===== config.mk =====
export PLATFORM = sky130hd
export DESIGN_NAME = instr_fetch
export DESIGN_NICKNAME = d
export VERILOG_FILES = /design/src/rtl/instr_fetch.sv
export SDC_FILE = /design/constraint.sdc
export NUM_CORES = 1
export LEC_CHECK = 0
export BUFFER_PORTS_ARGS = -buffer_cell sky130_fd_sc_hd__buf_4
export CAP_MARGIN = 0
export CORE_MARGIN = 3
export CORE_UTILIZATION = 45
export CTS_CLUSTER_SIZE = 25
export DETAILED_ROUTE_END_ITERATION = 8
export PLACE_DENSITY = 0.8
export SETUP_SLACK_MARGIN = 0.1
export SLEW_MARGIN = 5
export SYNTH_ARGS = -nofsm -noshare
export SYNTH_HDL_FRONTEND = slang
export SYNTH_SLANG_ARGS = --single-unit

===== constraint.sdc =====
create_clock -name clk -period 1.55 [get_ports clk]
set_input_delay 0.155 -clock clk [delete_from_list [all_inputs] [get_ports clk]]
set_output_delay 0.155 -clock clk [all_outputs]
set_load 0.005 [all_outputs]

===== src/rtl/instr_fetch.sv =====
// rtl/instr_fetch.sv - instruction fetch FSM: PC, instruction register and memory read handshake
module instr_fetch #(
    parameter int            AW       = 13,
    parameter logic [AW-1:0] RESET_PC = 13'h0000
) (
    input  logic          clk,
    input  logic          rst_n,
    input  logic          start,
    output logic          imem_req,
    output logic [AW-1:0] imem_addr,
    input  logic [15:0]   imem_rdata,
    input  logic          imem_ack,
    output logic          ir_valid,
    output logic [2:0]    opcode,
    output logic [12:0]   operand,
    input  logic          exec_done,
    input  logic          pc_src,
    input  logic          halt,
    output logic [AW-1:0] pc,
    output logic          halted
);

    typedef enum logic [1:0] {
        IDLE   = 2'd0,
        FETCH  = 2'd1,
        ISSUE  = 2'd2,
        HALTED = 2'd3
    } state_t;

    state_t      state;
    logic [15:0] ir;

    assign imem_addr = pc;
    assign opcode    = ir[15:13];
    assign operand   = ir[12:0];

    // imem_req, ir_valid and halted are registered one-hot views of the state
    always_ff @(posedge clk or negedge rst_n) begin
        if (!rst_n) begin
            state    <= IDLE;
            pc       <= RESET_PC;
            ir       <= 16'h0000;
            imem_req <= 1'b0;
            ir_valid <= 1'b0;
            halted   <= 1'b0;
        end else begin
            case (state)
                IDLE, HALTED: begin
                    if (start) begin
                        pc       <= RESET_PC;
                        state    <= FETCH;
                        imem_req <= 1'b1;
                        halted   <= 1'b0;
                    end
                end
                FETCH: begin
                    if (imem_ack) begin
                        ir       <= imem_rdata;
                        pc       <= pc + AW'(1);
                        state    <= ISSUE;
                        imem_req <= 1'b0;
                        ir_valid <= 1'b1;
                    end
                end
                ISSUE: begin
                    if (exec_done) begin
                        ir_valid <= 1'b0;
                        // halt wins over a simultaneous jump and leaves pc untouched
                        if (halt) begin
                            state  <= HALTED;
                            halted <= 1'b1;
                        end else begin
                            if (pc_src) begin
                                pc <= AW'(ir[12:0]);
                            end
                            state    <= FETCH;
                            imem_req <= 1'b1;
                        end
                    end
                end
                default: begin
                    state    <= IDLE;
                    imem_req <= 1'b0;
                    ir_valid <= 1'b0;
                    halted   <= 1'b0;
                end
            endcase
        end
    end

endmodule

==> results.toml, run 1 <==
[status]
run_status = "finished with violations"
violations = "setup timing"

[sta]
rsz0062_at_grt = "true"
slew_viol_final = 0
slew_headroom_pct = 66.1
setup_viol = 6
period_minus_slack_ns = 1.58
tightest_slew_ns = 0.507
max_freq_ghz = 0.633
post-route-period-util_pct = 102
hold_viol = 0
setup_ws_ns = -0.0304
fin_worst_skew_ns = 0.00866

[setup_path]
crit_path_max_fanout = 8
cp-end-kind = "register"
critical_path_arrival_ns = 1.76
cp.required_ns = 1.73
rrSetupSlack_ns = -0.03
critPathBufInv = 0
critPathLaunchType = "register"
slowest_delay_ns = 0.43
cp_slowest_cell = "dfrtp_1"
crit_type = "reg2reg"
path_delay_family = "flip-flops"
path_cells = "ha_4 -> and3b_2 -> and3_4 -> a221o_1"

[floorplanning]
core_sq_mm = 0.00406
start_util_pct = 47.0
die_w_microns = 71.1
die_y_microns = 71.1
rows = 23
io_pins = 68
die_area_sq_mm = 0.00506

[synth]
netlist-cell-type-count = 41
synth_edf_count = 0
synthesis.nets = 204
yosysSeqAreaShare_pct = 44.6
yosysWarnings = 0
netlist_area_sq_mm = 0.00191
synthArstFlopShare_pct = 100
ys_seq_elements = 34
syn_avg_cell_area_sq_um = 10.8
synthFlopType = "dfrtp_1"
syn_inst = 177

[power_and_ir_drop]
powerDensity_mw_per_mm2 = 1680
p_leak_nw = 1.33
ir_drop_mv = 1.09

[routing]
viasPerCell = 5.61
ant_nets = 0
wire_per_inst_microns = 16.1
drcViolationCount = 0
vias = 1762
wl_mm = 5.04
dr.pass1.iters = 4
drtIter0Drc = 163

[place]
dp_slack_ns = -0.0873
gp_congestion = 0.873
dp_cells = 297
dp_hpwl_mm = 3.46
placed_cell_area_sq_mm = 0.00254
port_buffers = 67

[final_layout]
final_area_sq_mm = 0.00279
layout_common_cells = "buf_4 (94), dfrtp_1 (34), mux2_2 (16)"
mostFrequentLayoutCell = "buf_4"
antenna_cells = 0
area_delta_synth_final_pct = 46.0
fill_cells = 307
final_layout_size_suffix_gt1_share_pct = 54.2
nNetsFinal = 290
stdcell_count = 314

[clock_network]
clkTransAtPathRegs_ns = 0.07
clock_latency_ns = 0.29
cts_buffer_depth = 2
cts_root_buf = "clkbuf_8"
h-tree-depth = 2
cts_tree = "built"
cts_buffers = 5
cts_sinks = 34

[global_routing]
antenna_found_initial = 0
grt_max_degree = 35
grt_pass1_wl_mm = 7.92
overflow = 0
first_global_vias = 1684
track_usage_pct = 19.8

[flow_run]
drv_cap = 0

[hold_path]
hold_path_class = "in2reg"
==> layer usage <==
layer / wire [microns] / up-vias / part of all wire, % / global-route usage (%)
met3: 274 / 12 / 5.4 / 4.12
li1: - / 812 / - / -
met5: 0 / - / 0 / 0
met4: 124 / 0 / 2.5 / 8.14
met2: 2550 / 62 / 51 / 31.6
met1: 2090 / 876 / 41 / 26.1
==> worst paths after layout <==
kind                           endpoint          start  depth (start not counted)
hold / removal                    ir[7]  imem_rdata[7]                          2
setup reg to reg           imem_addr[6]       state[1]                          4
min in group asynchronous  imem_addr[8]          rst_n                          2
setup / recovery           imem_addr[6]       state[1]                          4
hold reg to reg                  ir[15]         ir[15]                          1
max in group asynchronous      state[0]          rst_n                          2
==> logic make-up (layout without fill, tap and decap cells) <==
kind of cell,after synthesis,count (layout),share of synthesized area (%)
compound gates,40,41,16.9
xor+xnor,3,3,1.38
fa+ha+maj,4,4,2.62
buf+inv,28,114,8.39
flops,34,34,44.6
mux,16,16,9.44
simple gates,52,52,16.7
==> Yosys cell counts, types with 3 or more instances <==
library cell / count / area [sq um]
a21oi_1: 8 / 40.0
o21ai_0: 5 / 25.0
nand3_1: 9 / 45.0
mux2_2: 16 / 180
or3_1: 3 / 18.8
nand3b_1: 3 / 22.5
and3_1: 6 / 37.5
buf_4: 13 / 97.6
inv_1: 8 / 30.0
buf_2: 5 / 25.0
nand2_1: 13 / 48.8
ha_1: 4 / 50.1
o21ai_1: 3 / 15.0
dfrtp_1: 34 / 851
and4_1: 3 / 26.3
o31ai_2: 4 / 50.1
a22oi_1: 8 / 60.1
==> flip-flops by register name, summed over array words and instances, names as in the netlist <==
signal     cells
halted         1
imem_req       1
imem_addr     13
state          2
ir_valid       1
ir            16
==> power breakdown <==
group / leakage [nW] / switching [mW] / internal (mW)
combinational: 0.857 / 1.08 / 1.43
sequential: 0.428 / 0.284 / 1.20
clock: 0.0482 / 0.317 / 0.358
==> through the flow <==
| stage | hold slack (ns) | utilization [%] | setup TNS, ns | total power [mW] |
|---|---|---|---|---|
| CTS | 0.0865 | 66.7 | -0.0285 | 4.53 |
| detailed placement | 0.129 | 62.6 | -0.636 | 3.70 |
| floorplan | -0.141 | - | -0.0591 | 2.61 |
| global placement | 0.125 | 62.6 | -0.0785 | 3.63 |
| global route | 0.0852 | 68.6 | -0.744 | 4.98 |
| finish | 0.0890 | 68.6 | -0.0962 | 4.67 |
==> cell type report <==
type / count / area, sq um / share of cell area (%)
clock buffer: 7 / 86.3 / 3.10
clock inverter: 1 / 5.00 / 0.180
inverter: 8 / 33.8 / 1.21
multi-input combinational: 116 / 988 / 35.5
sequential: 34 / 851 / 30.5
tap: 50 / 62.6 / 2.25
timing repair buffer: 98 / 758 / 27.2
==> worst register-to-register path, stage by stage, from the launching register on <==
cell and delay, ns:
dfrtp_1 0.43, ha_4 0.34, and3b_2 0.22, and3_4 0.19
a221o_1 0.30
==> timing repair <==
item                                    in CTS  in global routing
pin swaps                                    3                  6
gates resized for setup                      8                  9
gates cloned                                 1                  1
endpoints found under the hold margin       34                  0
endpoints found under the setup margin      17                 27
buffers inserted                             2                  4
hold buffers                                 1                  0
Power figures use the tool's default switching activity.
==> run 2: changes to the inputs <==
--- a/config.mk
+++ b/config.mk
@@ -5,8 +5,10 @@
 export SDC_FILE = /design/constraint.sdc
 export NUM_CORES = 1
 export LEC_CHECK = 0
+export ABC_AREA = 1
 export BUFFER_PORTS_ARGS = -buffer_cell sky130_fd_sc_hd__buf_4
 export CAP_MARGIN = 0
+export CORE_ASPECT_RATIO = 2
 export CORE_MARGIN = 3
 export CORE_UTILIZATION = 45
 export CTS_CLUSTER_SIZE = 25
==> constraint.sdc (replaced) <==
create_clock -name clk -period 1.55 [get_ports clk]
set_input_delay 0.0775 -clock clk [delete_from_list [all_inputs] [get_ports clk]]
set_output_delay 0.0775 -clock clk [all_outputs]
set_load 0.005 [all_outputs]
==> run 2 against run 1 <==
Against the previous run: the run now ends clean; final cell count grew 13%; global-route usage rose by 1.5 points; highest routed layer unchanged; sequential power up 11%.
==> results.toml, run 2 <==
[status]
run_status = "completed"

[global_routing]
overflow = 0
first_global_vias = 1832
grt_max_degree = 35
use_met1_pct = 22.4
grt_pass1_wl_mm = 8.22
use_met2_pct = 38.0
met3_usage_pct = 3.36
top_usage_layer = "met2"
track_usage_pct = 21.2
antenna_found_initial = 0

[setup_path]
crit_path_max_fanout = 5
cp-end-kind = "register"
slowest_delay_ns = 0.43
cp.required_ns = 1.76
path_cells = "inv_2 -> ha_4 -> nand2_4 -> o21ai_2 -> nor2_4 -> nand2_4 -> nor2_4 -> buf_4 -> nand2_2 -> o21ai_1"
crit_type = "reg2reg"
cp_slowest_cell = "dfrtp_1"
critical_path_arrival_ns = 1.76
rrSetupSlack_ns = 0.002
critPathLaunchType = "register"

[synth]
synth_top_family_by_area = "simple AND/OR/NAND/NOR gates"
post-synth-top-count-cell = "nand2_1"
synth-simple-area-share_pct = 24.5
synthAdderAreaFrac_pct = 2.62
yosys.area.top_type = "dfrtp_1"
synth_mux_area_share_pct = 8.79
synth_xor_area_share_pct = 0
netlist-cell-type-count = 25
synthFlopType = "dfrtp_1"
yosysTopAreaCellShare_pct = 44.6
synth_edf_count = 0
synth.area.top_cells = "dfrtp_1 (45%), nand2_1 (15%), mux2_2 (7.1%)"
syn_avg_cell_area_sq_um = 8.22
synthesis.nets = 259
synth_compound_area_share_pct = 8.14
ys_seq_elements = 34
yosys-top-cells-count = "nand2_1 (75), dfrtp_1 (34), inv_1 (19)"
yosysWarnings = 0
yosysSeqAreaShare_pct = 44.6
netlist_area_sq_mm = 0.00191
synthArstFlopShare_pct = 100
syn_inst = 232

[final_layout]
nNetsFinal = 329
stdcell_count = 354
area_delta_synth_final_pct = 39.4
seqCellArea_sq_um = 851
final_area_sq_mm = 0.00266
final_layout_size_suffix_gt1_share_pct = 39.9
layout_common_cells = "buf_4 (79), nand2_1 (71), dfrtp_1 (34)"
fill_cells = 316
largest_reg_flops = 16
antenna_cells = 0
multi_input_area_sq_um = 916
mostFrequentLayoutCell = "buf_4"
max_flop_register = "ir"

[routing]
wl_mm = 5.00
ant_nets = 0
vias = 1815
wire_per_inst_microns = 14.1
viasPerCell = 5.13
dr.pass1.iters = 4
drcViolationCount = 0
drtIter0Drc = 53

[flow_run]
drv_cap = 0

[floorplanning]
die_area_sq_mm = 0.00510
die_y_microns = 98.1
io_pins = 68
die_w_microns = 52.0
start_util_pct = 48.1
rows = 32
core_sq_mm = 0.00396

[clock_network]
cts_tree = "built"
cts_buffers = 5
cts_buffer_depth = 2
h-tree-depth = 2
cts_sinks = 34
cts_root_buf = "clkbuf_8"
clkTransAtPathRegs_ns = 0.07
clock_latency_ns = 0.29

[sta]
rsz0062_at_grt = "true"
hold_viol = 0
setup_tns_ns = 0
tightest_slew_ns = 0.423
post-route-period-util_pct = 99.9
slew_viol_final = 0
setup_viol = 0
hold_ws_ns = 0.0147
slew_headroom_pct = 71.8
max_freq_ghz = 0.646
fin_worst_skew_ns = 0.00777
period_minus_slack_ns = 1.55

[place]
placed_cell_area_sq_mm = 0.00240
dp_hpwl_mm = 3.59
gp_congestion = 0.892
port_buffers = 67
dp_cells = 339

[power_and_ir_drop]
fin_total_pwr_mw = 5.27
p_leak_nw = 1.36
ir_drop_mv = 1.43
powerDensity_mw_per_mm2 = 1980

[hold_path]
hold_path_class = "in2reg"
==> run 2: path summary, 6_finish.rpt <==
kind / start / end / depth (start not counted)
worst max-delay path: state[0] / imem_addr[3] / 10
worst min-delay path: imem_rdata[13] / ir[13] / 2
worst max register to register: state[0] / imem_addr[3] / 10
worst min register to register: imem_req / imem_req / 2
max in group asynchronous: rst_n / ir[11] / 2
min in group asynchronous: rst_n / imem_req / 2
==> run 2: cells by family after synthesis <==
logic type	Yosys count
simple gates	111
mux	15
buf+inv	39
flops	34
fa+ha+maj	4
compound gates	29
==> run 2: repair_timing <==
action                     CTS  global route
buffers inserted             5             1
gates resized for setup     16             5
hold endpoints to repair    34             0
pin swaps                    4             1
hold buffers                 1             0
setup endpoints to repair   17            33
==> run 2: final cells by class <==
type                       count  share of cell area (%)
multi-input combinational    159                    34.4
timing repair buffer          82                    24.0
tap                           51                    2.40
clock buffer                   8                    4.14
sequential                    34                    32.0
inverter                      20                    3.01
==> run 2: worst max-delay path, delay by kind of cell, from the launching register on <==
family | cells | cell delay [ns]
AOI/OAI and AO/OA | 2 | 0.16
adders and majority gates | 1 | 0.20
buffers and inverters | 2 | 0.22
DFF | 1 | 0.43
and+or+nand+nor | 5 | 0.45
==> run 2: through the flow <==
| step | util [%] | setup slack [ns] |
|---|---|---|
| 3_5_place_dp | 60.6 | -0.0716 |
| 3_3_place_gp | 60.6 | 0.0539 |
| 2_1_floorplan | - | 0.105 |
| 6_report | 67.1 | 0.00187 |
| 4_1_cts | 66.4 | 0.0657 |
| 5_1_grt | 67.1 | -0.0680 |
==> run 2: per-layer routing <==
layer / vias up / share of wire, %
met5: - / 0
met4: 0 / 2.9
met3: 12 / 5.6
met2: 74 / 57
met1: 855 / 35
li1: 874 / -
==> run 2: where the power goes <==
group | switching (mW) | total (mW) | internal [mW]
Combinational | 1.34 | 2.85 | 1.50
Sequential | 0.364 | 1.65 | 1.29
Clock | 0.322 | 0.770 | 0.449
==> run 3: changes to the inputs <==
--- a/config.mk
+++ b/config.mk
@@ -8,9 +8,11 @@
 export ABC_AREA = 1
 export BUFFER_PORTS_ARGS = -buffer_cell sky130_fd_sc_hd__buf_4
 export CAP_MARGIN = 0
+export CELL_PAD_IN_SITES_DETAIL_PLACEMENT = 2
+export CELL_PAD_IN_SITES_GLOBAL_PLACEMENT = 2
 export CORE_ASPECT_RATIO = 2
 export CORE_MARGIN = 3
-export CORE_UTILIZATION = 45
+export CORE_UTILIZATION = 25
 export CTS_CLUSTER_SIZE = 25
 export DETAILED_ROUTE_END_ITERATION = 8
 export PLACE_DENSITY = 0.8
==> run 3 against run 2 <==
Against the previous run: critical path depth unchanged; critical endpoint is now imem_addr[8]; first-iteration DRC count decreased by 19%; maximum frequency increased by 2.0%; sequential power about the same; clock skew decreased by 0.00096 ns; die area increased by 72%; design area increased by 6.1%; largest cell class unchanged; clock power increased by 48%; utilization decreased by 29 points; non-clock buffer count increased by 6.
==> results.toml, run 3 (synthesis gave the netlist of run 2 again) <==
[clock_network]
cts_buffers = 5
h-tree-depth = 2
clkTransAtPathRegs_ns = 0.06
cts_buffer_depth = 2
cts_sinks = 34
clock_latency_ns = 0.29
cts_root_buf = "clkbuf_16"
cts_tree = "built"

[setup_path]
crit_path_max_fanout = 13
worstReg2RegEnd = "imem_addr[8]"
path_cells = "inv_2 -> ha_4 -> inv_2 -> o21ai_4 -> nor2_4 -> nand2_4 -> nor2_4 -> buf_12 -> nand2_1 -> nand2_1"
cp_slowest_cell = "dfrtp_2"
critPathBufInv = 3
r2r.worst_path.cells = 10
critical_path_arrival_ns = 1.69
cp.required_ns = 1.72
critPathLaunchType = "register"
crit_type = "reg2reg"
rrSetupSlack_ns = 0.03
reg2reg_from = "state[0]"
path_delay_family = "flip-flops"
slowest_delay_ns = 0.44
cp-end-kind = "register"

[routing]
vias = 1841
drcViolationCount = 0
dr.pass1.iters = 4
ant_nets = 0
drtIter0Drc = 43
wl_mm = 6.47
wire_per_inst_microns = 16.1
viasPerCell = 4.59

[floorplanning]
die_w_microns = 67.8
core_sq_mm = 0.00732
start_util_pct = 26.0
die_area_sq_mm = 0.00877
io_pins = 68
die_y_microns = 130
rows = 44

[flow_run]
drv_cap = 0

[place]
port_buffers = 67
gp_congestion = 0.778
dp_slack_ns = -0.140
dp_hpwl_mm = 4.85

[global_routing]
grt_pass1_wl_mm = 10.4
antenna_found_initial = 0
first_global_vias = 1998
grt_max_degree = 35
overflow = 0
track_usage_pct = 16.4

[power_and_ir_drop]
fin_total_pwr_mw = 5.72
p_leak_nw = 1.39
powerDensity_mw_per_mm2 = 2030
ir_drop_mv = 1.03

[hold_path]
hold_path_class = "in2reg"
min-delay-start = "imem_rdata[13]"
whs_path_depth = 2
hold_path_end = "ir[13]"

[final_layout]
mostFrequentLayoutCell = "buf_4"
area_delta_synth_final_pct = 48.0
largest_reg_flops = 16
antenna_cells = 0
layout_common_cells = "buf_4 (85), nand2_1 (71), dfrtp_1 (32)"
nNetsFinal = 335
final_util_pct = 38.5
max_flop_register = "ir"
final_layout_size_suffix_gt1_share_pct = 43.0

[status]
run_status = "completed"

[sta]
slew_headroom_pct = 68.7
rsz0062_at_grt = "true"
setup_tns_ns = 0
period_minus_slack_ns = 1.52
tightest_slew_ns = 0.469
hold_ws_ns = 0.00905
setup_viol = 0
setup_ws_ns = 0.0319
max_freq_ghz = 0.659
fin_worst_skew_ns = 0.00681
post-route-period-util_pct = 97.9
slew_viol_final = 0
hold_viol = 0
[run 3: changes by cell type in the layout (fill, tap and decap cells not counted), sizes merged]
cell / previous run / this run
buf: 81 / 87
bufinv: 0 / 1
clkinv: 0 / 2
clkbuf: 8 / 5
[run 3: stage by stage]
step,instance area [sq um],std cells
after global routing,2820,401
final,2820,401
after global placement,2510,388
after CTS,2760,400
after detailed placement,2510,388
after floorplan,1920,232
[run 3: area by class of cell]
type                    instances  area, sq um
fillers                       821         4500
clock inverters                 3         40.0
well taps                      92          115
inverters                      20         75.1
repair buffers                 88          679
flip-flops and latches         34          853
multi-input cells             159          933
clock buffers                   5          125
[run 3: how the worst max path moves through the flow]
stage | slack, ns | startpoint | endpoint | depth (start not counted)
final | 0.03 | state[0] | imem_addr[8] | 10
after floorplan | 0.10 | state[0] | imem_addr[0] | 10
after global placement | 0.005 | state[0] | imem_addr[0] | 9
after detailed placement | -0.14 | state[0] | imem_addr[0] | 9
after global routing | -0.06 | state[0] | imem_addr[4] | 10
after CTS | 0.02 | state[0] | imem_addr[8] | 10
[run 3: what timing repair did]
item,4_1_cts,5_1_grt
pin swaps,1,2
gates resized for setup,10,15
hold endpoints to repair,34,0
setup buffers,3,1
setup endpoints to repair,32,16
hold buffers,1,0
[run 3: per-layer routing]
metal	GRT usage, %	vias up	routed length [microns]	share of wire (%)
met4	8.13	0	163	2.5
met5	0	-	0	0
met3	2.95	10	224	3.5
met1	17.0	903	2350	36
met2	30.0	45	3740	58
li1	-	883	-	-
[run 3: where the power goes]
group	switching [mW]	internal, mW
clock network	0.384	0.752
logic	1.40	1.51
registers	0.378	1.29
[run 3: worst reg2reg max path, stage by stage (launching register included)]
cell and delay, ns:
dfrtp_2 0.44, inv_2 0.09, ha_4 0.18, inv_2 0.08, o21ai_4 0.15, nor2_4 0.06, nand2_4 0.08, nor2_4 0.04
buf_12 0.13, nand2_1 0.08, nand2_1 0.06
